**config.mk**
```make
export PLATFORM = sky130hd
export DESIGN_NAME = note_line_sequencer
export DESIGN_NICKNAME = d
export VERILOG_FILES = /design/src/rtl/note_pkg.sv /design/src/rtl/note_row_match.sv /design/src/rtl/note_line_sequencer.sv
export SDC_FILE = /design/constraint.sdc
export NUM_CORES = 1
export LEC_CHECK = 0
export ABC_AREA = 1
export ABC_CLOCK_PERIOD_IN_PS = 2800
export CORE_ASPECT_RATIO = 0.8
export CORE_MARGIN = 3
export CORE_UTILIZATION = 46
export DETAILED_ROUTE_END_ITERATION = 12
export GPL_ROUTABILITY_DRIVEN = 0
export HOLD_SLACK_MARGIN = 0.12
export PLACE_DENSITY = 0.92
export SETUP_SLACK_MARGIN = 0.3
export SLEW_MARGIN = 20
export SYNTH_ARGS = -nofsm -noshare
export SYNTH_HDL_FRONTEND = slang
export SYNTH_SLANG_ARGS = --single-unit
```
**constraint.sdc**
```tcl
create_clock -name Clk -period 2.8 [get_ports Clk]
set_clock_uncertainty 0.1 [all_clocks]
set_input_delay 0.28 -clock Clk [delete_from_list [all_inputs] [get_ports Clk]]
set_output_delay 0.28 -clock Clk [all_outputs]
set_load 0.03 [all_outputs]
```
**src/rtl/note_pkg.sv**
```systemverilog
// Shared types for the note glyph path: glyph codes, glyph geometry and
// the per-scanline sequencer state encoding.
package note_pkg;

  typedef enum logic [2:0] {
    BLANK        = 3'd0,
    QUARTER      = 3'd1,
    HALF         = 3'd2,
    WHOLE        = 3'd3,
    EIGHTH_REST  = 3'd4,
    QUARTER_REST = 3'd5,
    HALF_REST    = 3'd6,
    WHOLE_REST   = 3'd7
  } glyph_code_t;

  localparam int unsigned GLYPH_H     = 8;
  localparam int unsigned GLYPH_ROW_W = 3;

  typedef enum logic [2:0] {
    IDLE,
    READ,
    CHECK,
    FETCH,
    WRITE,
    NEXT
  } seq_state_t;

endpackage

```
**src/rtl/note_row_match.sv**
```systemverilog
// Decides whether an 8-row glyph at slot_y covers scanline cur_y and which
// glyph row that scanline falls on.
module note_row_match
  import note_pkg::*;
#(
  parameter int unsigned Y_W = 10
) (
  input  logic [Y_W-1:0]         cur_y,
  input  logic [Y_W-1:0]         slot_y,
  input  logic                   slot_valid,
  input  logic [2:0]             slot_code,
  output logic                   hit,
  output logic [GLYPH_ROW_W-1:0] row
);

  logic [Y_W:0] diff;

  // The extra top bit is a borrow: set when cur_y < slot_y, so a glyph near
  // the bottom of the screen never matches a line near the top.
  always_comb begin
    diff = {1'b0, cur_y} - {1'b0, slot_y};
    hit  = slot_valid && (slot_code != BLANK) && !diff[Y_W]
           && (diff < (Y_W + 1)'(GLYPH_H));
    row  = diff[GLYPH_ROW_W-1:0];
  end

endmodule

```
**src/rtl/note_line_sequencer.sv**
```systemverilog
// Per-scanline walk of the note slot table: fetches the glyph ROM row of every
// note covering the line and emits it as an 8-pixel line buffer write.
module note_line_sequencer
  import note_pkg::*;
#(
  parameter int unsigned NUM_SLOTS = 16,
  parameter int unsigned SLOT_W    = 4,
  parameter int unsigned X_W       = 10,
  parameter int unsigned Y_W       = 10
) (
  input  logic              Clk,
  input  logic              Reset,
  input  logic              line_start,
  input  logic [Y_W-1:0]    line_y,
  output logic [SLOT_W-1:0] slot_idx,
  input  logic              slot_valid,
  input  logic [2:0]        slot_code,
  input  logic [X_W-1:0]    slot_x,
  input  logic [Y_W-1:0]    slot_y,
  output logic [5:0]        rom_addr,
  input  logic [7:0]        rom_data,
  output logic              lb_we,
  output logic [X_W-1:0]    lb_x,
  output logic [7:0]        lb_bits,
  output logic              busy,
  output logic              line_done,
  output logic              overrun
);

  localparam logic [SLOT_W-1:0] LAST_IDX = SLOT_W'(NUM_SLOTS - 1);

  seq_state_t            state_q, state_d;
  logic [Y_W-1:0]        cur_y_q, cur_y_d;
  logic [SLOT_W-1:0]     idx_q, idx_d;
  logic [5:0]            rom_addr_q, rom_addr_d;
  logic [X_W-1:0]        lb_x_q, lb_x_d;
  logic [7:0]            lb_bits_q, lb_bits_d;
  logic                  hit;
  logic [GLYPH_ROW_W-1:0] row;

  note_row_match #(
    .Y_W (Y_W)
  ) u_row_match (
    .cur_y      (cur_y_q),
    .slot_y     (slot_y),
    .slot_valid (slot_valid),
    .slot_code  (slot_code),
    .hit        (hit),
    .row        (row)
  );

  always_comb begin
    state_d    = state_q;
    cur_y_d    = cur_y_q;
    idx_d      = idx_q;
    rom_addr_d = rom_addr_q;
    lb_x_d     = lb_x_q;
    lb_bits_d  = lb_bits_q;
    case (state_q)
      IDLE: begin
        if (line_start) begin
          cur_y_d = line_y;
          idx_d   = '0;
          state_d = READ;
        end
      end
      READ:  state_d = CHECK;
      CHECK: begin
        if (hit) begin
          rom_addr_d = {slot_code, row};
          lb_x_d     = slot_x;
          state_d    = FETCH;
        end else begin
          state_d = NEXT;
        end
      end
      FETCH: begin
        lb_bits_d = rom_data;
        state_d   = WRITE;
      end
      WRITE: state_d = NEXT;
      NEXT: begin
        if (idx_q == LAST_IDX) begin
          state_d = IDLE;
        end else begin
          idx_d   = idx_q + SLOT_W'(1);
          state_d = READ;
        end
      end
      default: state_d = IDLE;
    endcase
  end

  always_ff @(posedge Clk or posedge Reset) begin
    if (Reset) begin
      state_q    <= IDLE;
      cur_y_q    <= '0;
      idx_q      <= '0;
      rom_addr_q <= '0;
      lb_x_q     <= '0;
      lb_bits_q  <= '0;
    end else begin
      state_q    <= state_d;
      cur_y_q    <= cur_y_d;
      idx_q      <= idx_d;
      rom_addr_q <= rom_addr_d;
      lb_x_q     <= lb_x_d;
      lb_bits_q  <= lb_bits_d;
    end
  end

  // Status strobes decode the current state, so reset clears them at once.
  always_comb begin
    slot_idx  = idx_q;
    rom_addr  = rom_addr_q;
    lb_x      = lb_x_q;
    lb_bits   = lb_bits_q;
    lb_we     = (state_q == WRITE);
    busy      = (state_q != IDLE);
    line_done = (state_q == NEXT) && (idx_q == LAST_IDX);
    overrun   = line_start && (state_q != IDLE);
  end

endmodule

```
Word-level counts from Yosys, hierarchy flattened
Index checks and enable logic that the tools add are counted.

storage, ports and cells
  register bits = 41
  bits of input ports = 45
  output and inout port bits = 32
  logic and storage cells = 37

operators by class
  $add $sub $neg = 2
  order comparisons = 1
  equal/unequal tests = 8
  muxes and demuxes = 7
  reductions and logical operators = 13

operators with widths
  kind                                                                            number
  3-bit one-hot mux with 6 select lines                                           1
  11-bit by 4-bit less-than comparator with 1-bit output (second input constant)  1
  10-bit by 10-bit subtractor with 11-bit output                                  1
  4-bit 2-to-1 mux                                                                2
  4-bit one-hot mux with 2 select lines                                           1
  3-bit by 2-bit equality test with 1-bit output (second input constant)          2
  3-bit equality test (second input constant)                                     2
  3-bit 2-to-1 mux                                                                2
  3-bit nonzero test                                                              2
  1-bit logical AND                                                               5
  4-bit by 1-bit adder with 4-bit output (second input constant)                  1
  4-bit equality test (second input constant)                                     1
  2-bit != test (second input constant)                                           2
  2-bit AND reduction                                                             2
  3-bit by 1-bit equality test with 1-bit output (second input constant)          1
  3-bit zero test                                                                 1
  3-bit AND reduction                                                             1
  2-bit nonzero test                                                              1
  1-bit zero test                                                                 1
  1-bit 2-to-1 mux                                                                1

Longest topological paths before layout
  depth after elaboration = 6
  depth in mapped cells = 16
  mapped depth without buffers = 15

Cells and area by module
Synthesis repeated with hierarchy kept, for this count alone.

unflattened totals
  cells, all modules = 320
  area total of the unflattened synthesis = 2406.1 µm²

modules (own cells, without submodules)
  module               times used  cells each  area each (µm²)  seq. area each (µm²)
  note_line_sequencer  1           200         1775.5           1026.0
  note_row_match       1           120         630.6            0.0

Worst setup path before layout
OpenSTA, ideal clock, no wires.

  kind = reg2reg
  start = register cur_y_q[0]
  end = register lb_x_q[1], in the netlist lb_x[1]
  setup time = 0.118 ns
  data arrival time = 2.023 ns
  required time = 2.582 ns
  path slack = 0.560 ns
  cell stages (with the launch flop) = 17
  path buffers = 1
  period minus slack after synthesis = 2.240 ns
  cells stage by stage = dfrtp_1 inv_1 ha_1 fa_1 inv_1 nand2_1 nand2_2 nand3b_1 nand2_1 nand2_1 nand2_1 nand2_1 nor2_4 nand3_4 buf_6 nand2_1 nand2_1

between the ends
  longest elaborated chain between the ends = 5
  elaborated cells on any way between the ends = 6
  classes of those cells = add/sub (1); order compare (1); reduce/logical (4)

ends and longest elaborated chain
  item                                                                                                            line                        text
  start, declared                                                                                                 note_line_sequencer.sv:33   logic [Y_W-1:0] cur_y_q, cur_y_d;
  start signal, assigned                                                                                          note_line_sequencer.sv:104  cur_y_q <= cur_y_d;
  10-bit by 10-bit subtractor with 11-bit output *                                                                note_row_match.sv:21        diff = {1'b0, cur_y} - {1'b0, slot_y};
  parallel branches: the longest is 2 deep, another holds 11-bit by 4-bit less-than comparator with 1-bit output  -
  1-bit logical AND *                                                                                             note_row_match.sv:23        && (diff < (Y_W + 1)'(GLYPH_H));
  2-bit AND reduction (no source line) *                                                                          -
  end signal, assigned                                                                                            note_line_sequencer.sv:107  lb_x_q <= lb_x_d;
  end, declared                                                                                                   note_line_sequencer.sv:36   logic [X_W-1:0] lb_x_q, lb_x_d;

Every way passes the cells marked *.
A chain may end at the register's enable or synchronous reset.

Worst setup path after layout
  start = input port slot_y[5]
  end = register rom_addr_q[2], in the netlist rom_addr[2]

between the ends
  longest elaborated chain between the ends = 5
  elaborated cells on any way between the ends = 6
  classes of those cells = add/sub (1); order compare (1); reduce/logical (4)

ends and longest elaborated chain
  item                                                                                                            line                        text
  start, declared                                                                                                 note_line_sequencer.sv:19   input logic [Y_W-1:0] slot_y,
  10-bit by 10-bit subtractor with 11-bit output *                                                                note_row_match.sv:21
  parallel branches: the longest is 2 deep, another holds 11-bit by 4-bit less-than comparator with 1-bit output  -
  1-bit logical AND *                                                                                             note_row_match.sv:23
  2-bit AND reduction (no source line) *                                                                          -
  end signal, assigned                                                                                            note_line_sequencer.sv:106  rom_addr_q <= rom_addr_d;
  end, declared                                                                                                   note_line_sequencer.sv:35   logic [5:0] rom_addr_q, rom_addr_d;

Marks and branches as above.

==> results <==
- The flow ran to the end, and the final reports show no timing, DRC or antenna violations.
- For this configuration, the core starts out at a cell density of 49.37%.
- Input and output buffers added on the ports amount to 76.
- The clock net sink count is 41.
- The synthesized flop and latch total is 41.
- The floorplan step set the die height to 69.94 um.
- In the final layout, the multi-input gates occupy 0.001170 mm2.
- The combined global-route utilization of all metal layers is 19.94%.
- The peak fanout along the critical path is 8.
- From left edge to right edge, the die measures 85.93 um.
- The slowest stage of the critical path belongs to the cell sky130_fd_sc_hd__clkdlybuf4s50_1.
- Summed over all layers, the global routing overflow is 0.
- The share of the clock period used by the worst path is 84.40%.
- The layout filler cell count is 366.
- For this run, design rule violations remaining after detail routing come to 0.
- The number of nets still failing antenna checks after routing is 0.
- Sequential elements use 43.64% of the synthesized area.
- At the worst endpoint, the required time is 2.87 ns.
- The final instance count without filler cells is 446.
- The number of antenna violations at the first check in global routing was 0.
- The largest net degree at the start of global routing is 27.
- After detailed routing, the average wire length per cell comes to 13.57 um.
- The worst-case IR drop observed on VDD is 0.5749 mV.
- The critical path is of the input pin to flip-flop type.
- The leakage power is 0.001720 uW.
- The routed design has 6.053 mm of wire.
- The total area inside the core boundary comes to 0.004762 mm2.
- The post-placement worst setup slack is 0.08038 ns.
- The number of buffers and inverters on the critical path is 2.
- Yosys printed 0 warnings.
- The worst path needs 2.363 ns of the cycle, external delays included.
- The number of global-route vias before repair was 2126.
- The number of pins with negative max-slew slack in the final report is 0.
- The pre-antenna-repair detailed-routing pass consisted of 5 iterations.
- The share of the core filled with cells in the final layout is 70.89%.
- Synthesis instantiated 28 different standard cells from the library.
- 77 I/O pins were placed.
- For the worst-skew pair, the clock arrives at the later sink with an insertion delay of 0.28 ns.
- The number of CTS-inserted buffers is 5.
- After detailed placement, the design holds a cell count of 433.
- The synthesis-to-finish area growth is 43.59%.
- The number of maximum-capacitance violations is 0.
- Of the cells placed in the final design, the portion with a size suffix greater than 1 is 9.326%.
- The delay of the slowest cell on the worst path is 0.45 ns.
- The number of antenna diodes in the final layout is 0.
- In the routed layout, each cell is associated on average with a via count of 5.166.
- The clock-pin slew reported for the worst setup and hold paths after clock tree synthesis is 0.08 ns.
- After layout, the worst setup slack is 0.4369 ns.
- Setup repair after global routing left no endpoint under its margin.
- The count of final setup violators is 0.
- The number of failing hold endpoints at the final stage is 0.
- The CTS tree is built.
- The placement row count is 22.
- The kind of capture point of the worst setup path is a flip-flop.
- The worst setup path is launched from an input pin.
- The clock tree buffer depth is 2.
- The cell count after synthesis came out at 298.
- The total die area is 0.006010 mm2.
- In this design, the largest share of critical-path delay is due to simple AND/OR/NAND/NOR gates.
- In this run the worst setup path begins at slot_y[5].
- The post-synthesis average cell area is 7.889 um2.
- The number of DRC markers after the initial detailed-route iteration is 186.
- The storage element area is 0.001026 mm2.
- The via total after detailed routing is 2304.
- In this run the power density over the cells is 878.2 mW/mm2.
- The worst pin sits at a relative slew slack of 39.35%.
- The post-synth design cell area is 0.002351 mm2.
- The path class of the lowest-slack min-delay path is input pin to async pin.
- The HPWL after detailed placement is 4.668 mm.
- For the pin with the worst max-slew slack, the measured transition is 0.9042 ns.
- Setup total negative slack on the finished layout was measured at 0 ns.
- The first global-routing pass estimated 9.687 mm of wire.
- Traced cell by cell, the critical path runs through clkdlybuf4s50_1, inv_1, ha_1, nand2_1, nor2_1, nand3_1, nand2_1, nand2_1, nand2_1, nand3_2, nor2_8, nand3_4, nand2_1, nand2_1.
- The cell repeated most along the worst path is sky130_fd_sc_hd__nand2_1.
- After the last flow step, the layout net total stands at 444.
- The total nets after synthesis is 355.
- Data on the critical path arrives at its endpoint at 2.43 ns.
- The clock root buffer is sky130_fd_sc_hd__clkbuf_8.
- The worst register-to-register path begins at cur_y_q[0].
- Timing would allow up to 423.2 MHz.
- The H-tree was split into 2 levels.
## logic make-up after synthesis
kind of cell | after synthesis | share of synthesized area [%]
buffers and inverters | 46 | 7.983
and+or+nand+nor | 174 | 33.64
muxes | 8 | 3.832
adders and majority gates | 12 | 6.706
DFF | 41 | 43.64
xor gates and xnor gates | 2 | 0.7452
AOI/OAI and AO/OA | 15 | 3.459
## worst reg2reg max path: cells and delay by family (launching register included)
kind,cells,cell delay [ns]
simple gates,11,1.11
fa+ha+maj,2,0.54
buf+inv,2,0.13
flops,1,0.32
## registers in the layout, indices dropped and copies added (netlist names)
register	flops
cur_y_q	10
rom_addr	6
state_q	3
lb_bits	8
slot_idx	4
lb_x	10
## cell usage in the layout (no fill, tap or decap), drive strengths merged, types with 2 or more instances in the layout
cell type      count
mux2               8
nor3               2
buf               10
a21oi              9
nand4             17
clkdlybuf4s50     76
clkinv             2
nor2              18
o21ai              3
dfrtp             41
nand3b             3
nand3             24
inv               38
o21bai             2
clkbuf             6
ha                11
nand2            111
## synth_stat cells
cell type / n / area share, %
sky130_fd_sc_hd__nand4_1: 17 / 4.5
sky130_fd_sc_hd__fa_1: 1 / 0.85
sky130_fd_sc_hd__xor2_1: 1 / 0.37
sky130_fd_sc_hd__inv_1: 39 / 6.2
sky130_fd_sc_hd__nor2_8: 1 / 0.85
sky130_fd_sc_hd__nand3_1: 20 / 4.3
sky130_fd_sc_hd__nand3_2: 1 / 0.43
sky130_fd_sc_hd__mux2_2: 8 / 3.8
sky130_fd_sc_hd__nand3b_1: 3 / 0.96
sky130_fd_sc_hd__nand2_2: 1 / 0.27
sky130_fd_sc_hd__a21oi_1: 9 / 1.9
sky130_fd_sc_hd__nand2_1: 110 / 18
sky130_fd_sc_hd__or2_1: 1 / 0.27
sky130_fd_sc_hd__buf_6: 1 / 0.48
sky130_fd_sc_hd__nor2_2: 1 / 0.27
sky130_fd_sc_hd__xnor2_1: 1 / 0.37
sky130_fd_sc_hd__o22ai_1: 1 / 0.27
sky130_fd_sc_hd__nor3_2: 1 / 0.43
sky130_fd_sc_hd__o21bai_1: 2 / 0.64
sky130_fd_sc_hd__nor2_1: 15 / 2.4
sky130_fd_sc_hd__ha_1: 11 / 5.9
sky130_fd_sc_hd__buf_4: 2 / 0.64
sky130_fd_sc_hd__o21ai_0: 3 / 0.64
sky130_fd_sc_hd__nor3_1: 1 / 0.21
sky130_fd_sc_hd__nor2_4: 1 / 0.48
sky130_fd_sc_hd__nand3_4: 1 / 0.75
sky130_fd_sc_hd__dfrtp_1: 41 / 44
sky130_fd_sc_hd__clkbuf_1: 4 / 0.64
## final timing paths
check | cells past startpoint | endpoint | slack, ns
worst max-delay path | 14 | rom_addr[2] | 0.44
worst min-delay path | 2 | lb_bits[1] | 0.28
worst max register to register | 15 | rom_addr[2] | 0.49
worst min register to register | 2 | cur_y_q[4] | 0.38
max in group asynchronous | 3 | rom_addr[5] | 1.73
min in group Clk | 2 | cur_y_q[4] | 0.38
## layer usage
metal	vias up	track usage [%]	routed length, um
met5	-	0	0
met4	0	5.448	91
met1	1062	27.50	2682
met3	11	4.481	419
li1	1139	-	-
met2	92	31.39	2860
## cell type report
| type | instances | area share [%] |
|---|---|---|
| clock buffers | 5 | 2.039 |
| repair buffers | 87 | 26.20 |
| multi-input cells | 213 | 34.66 |
| well taps | 60 | 2.224 |
| flip-flops and latches | 41 | 30.39 |
| inverters | 39 | 4.337 |
| clock inverters | 1 | 0.1483 |
## power breakdown
part	total (uW)	switching (uW)	leakage (uW)	internal, uW
Clock	347	183	0.0000399	164
Combinational	1720	1010	0.00115	708
Sequential	901	129	0.000531	772
## repair_timing
item                                    CTS  global route
hold endpoints to repair                  0             0
setup buffers                             0             4
endpoints found under the setup margin    0            17
hold buffers                              0             0
resized for setup                         0             6
## metrics by stage
stage / hold WS, ns / area [um2] / power [uW]
finish: 0.2818 / 3376 / 2964
global placement: 0.3565 / 3191 / 2456
detailed placement: 0.3621 / 3191 / 2508
CTS: 0.2934 / 3264 / 2865
floorplan: 0.2966 / 2351 / 1989
global route: 0.3378 / 3376 / 3198
Power figures use the tool's default switching activity.
==> variant, RTL diff (config.mk and constraints unchanged) <==
Encoding of `seq_state_t`: now one-hot (6 bits for 6 states).
--- a/src/rtl/note_pkg.sv
+++ b/src/rtl/note_pkg.sv
@@ -16,13 +16,13 @@
   localparam int unsigned GLYPH_H     = 8;
   localparam int unsigned GLYPH_ROW_W = 3;
 
-  typedef enum logic [2:0] {
-    IDLE,
-    READ,
-    CHECK,
-    FETCH,
-    WRITE,
-    NEXT
+  typedef enum logic [5:0] {
+    IDLE  = 6'b000001,
+    READ  = 6'b000010,
+    CHECK = 6'b000100,
+    FETCH = 6'b001000,
+    WRITE = 6'b010000,
+    NEXT  = 6'b100000
   } seq_state_t;
 
 endpackage
Function: no difference found for any inputs over 10 cycles, from zero or initial values and one cycle with Reset high; not proved beyond that.
==> variant against the unedited design <==
Count of clock-buffer cells in the layout is the same; wire length is 3.3% lower; area after synthesis rose by 6.2%; worst hold slack gained 0.098 ns; clock power is 9.2% higher; final area up 1.7%; worst setup slack improved by 0.041 ns; total power decreased by 13%; via count decreased by 1.9%; synthesized cell count grew 0.67%; core utilization shrank 3.9 points; sequential cell count is 3 higher; sequential share of layout area is 1.7 points higher.
==> variant: results (changes against the unedited design) <==
Outcome
  • Status: finished clean (unchanged)

Finish
  • Final Core Density: 67.0% (was 70.9%)
  • Layout area overhead: 37.5% (was 43.6%)
  • Layout cells sized above 1: 11.0% (was 9.33%)
  • Logic inverters: 45 (was 39)
  • Sequential Area: 1100 µm² (was 1030 µm²)
  • Clock buf/inv share: 2.37% (was 2.19%)
  • Multi-input gates: 207 (was 213)
  • Non-Clock Buffer Count: 80 (was 87)
  • Non-clock buffer share of cell area: 23.2% (was 26.2%)

Drt
  • Vias post-DR: 2260 (was 2304)
  • Met2 Wirelength: 2880 µm (was 2860 µm)
  • Wire length per cell: 13.2 µm (was 13.6 µm)
  • 1st-iter DRT viols: 124 (was 186)

CTS
  • Cts repair resizes: 1 (was 0)
  • Sink Count: 44 (was 41)

Pwr
  • Max VDD drop: 0.446 mV (was 0.575 mV)
  • LEAKAGE: 1.74 nW (was 1.72 nW)
  • Pwr/cell area: 751 nW/µm² (was 878 nW/µm²)

Placed design
  • DPL Wire Length: 4460 µm (was 4670 µm)
  • Dpl ws: 0.130 ns (was 0.0804 ns)
  • Placed cell area: 3330 µm² (was 3190 µm²)
  • DP Cell Count: 437 (was 433)

Setup path
  • CP endpoint: overrun (was rom_addr[2])

Synthesis
  • Post-synthesis xor/xnor area fraction: 1.05% (was 0.745%)
  • Cell variety after synth: 35 (was 28)
  • Synth Area in Compound Gates: 3.46% (about the same)
  • Post-synthesis mux area share: 4.06% (was 3.83%)
  • Synthesized Nets: 357 (was 355)

Timing
  • Fmax: 431 MHz (was 423 MHz)
  • Tightest Pin Transition: 0.893 ns (was 0.904 ns)

GRT
  • GRT met3 Usage: 3.75% (was 4.48%)
  • First-pass GRT wire length: 9530 µm (was 9690 µm)
  • Largest net degree at the start of global routing: 45 (was 27)
  • Met2 Usage GRT: 32.5% (was 31.4%)
-- variant: cell count changes after synthesis, sizes merged, moves of 2 or more --
| cell | before | now |
|---|---|---|
| nand3 | 22 | 24 |
| nor3 | 2 | 0 |
| nor2 | 18 | 23 |
| dfrtp | 41 | 43 |
| clkbuf | 4 | 0 |
| nand4 | 17 | 20 |
| inv | 39 | 44 |
| nor4 | 0 | 2 |
| nand2 | 111 | 96 |
| nand3b | 3 | 1 |
| a21oi | 9 | 7 |
| buf | 3 | 5 |
-- variant: power by group --
| part | switching (mW) | internal, mW | leakage, nW | total (mW) |
|---|---|---|---|---|
| Sequential | 0.0649 | 0.748 | 0.546 | 0.813 |
| Clock | 0.210 | 0.169 | 0.0400 | 0.379 |
| Combinational | 0.850 | 0.535 | 1.15 | 1.39 |
| Total | 1.13 | 1.45 | 1.74 | 2.58 |
-- variant: critical path, delay by kind of cell (launching register included) --
kind	cells	cell delay (ns)
buffers and inverters	4	0.88
and+or+nand+nor	3	0.41
DFF	1	0.36
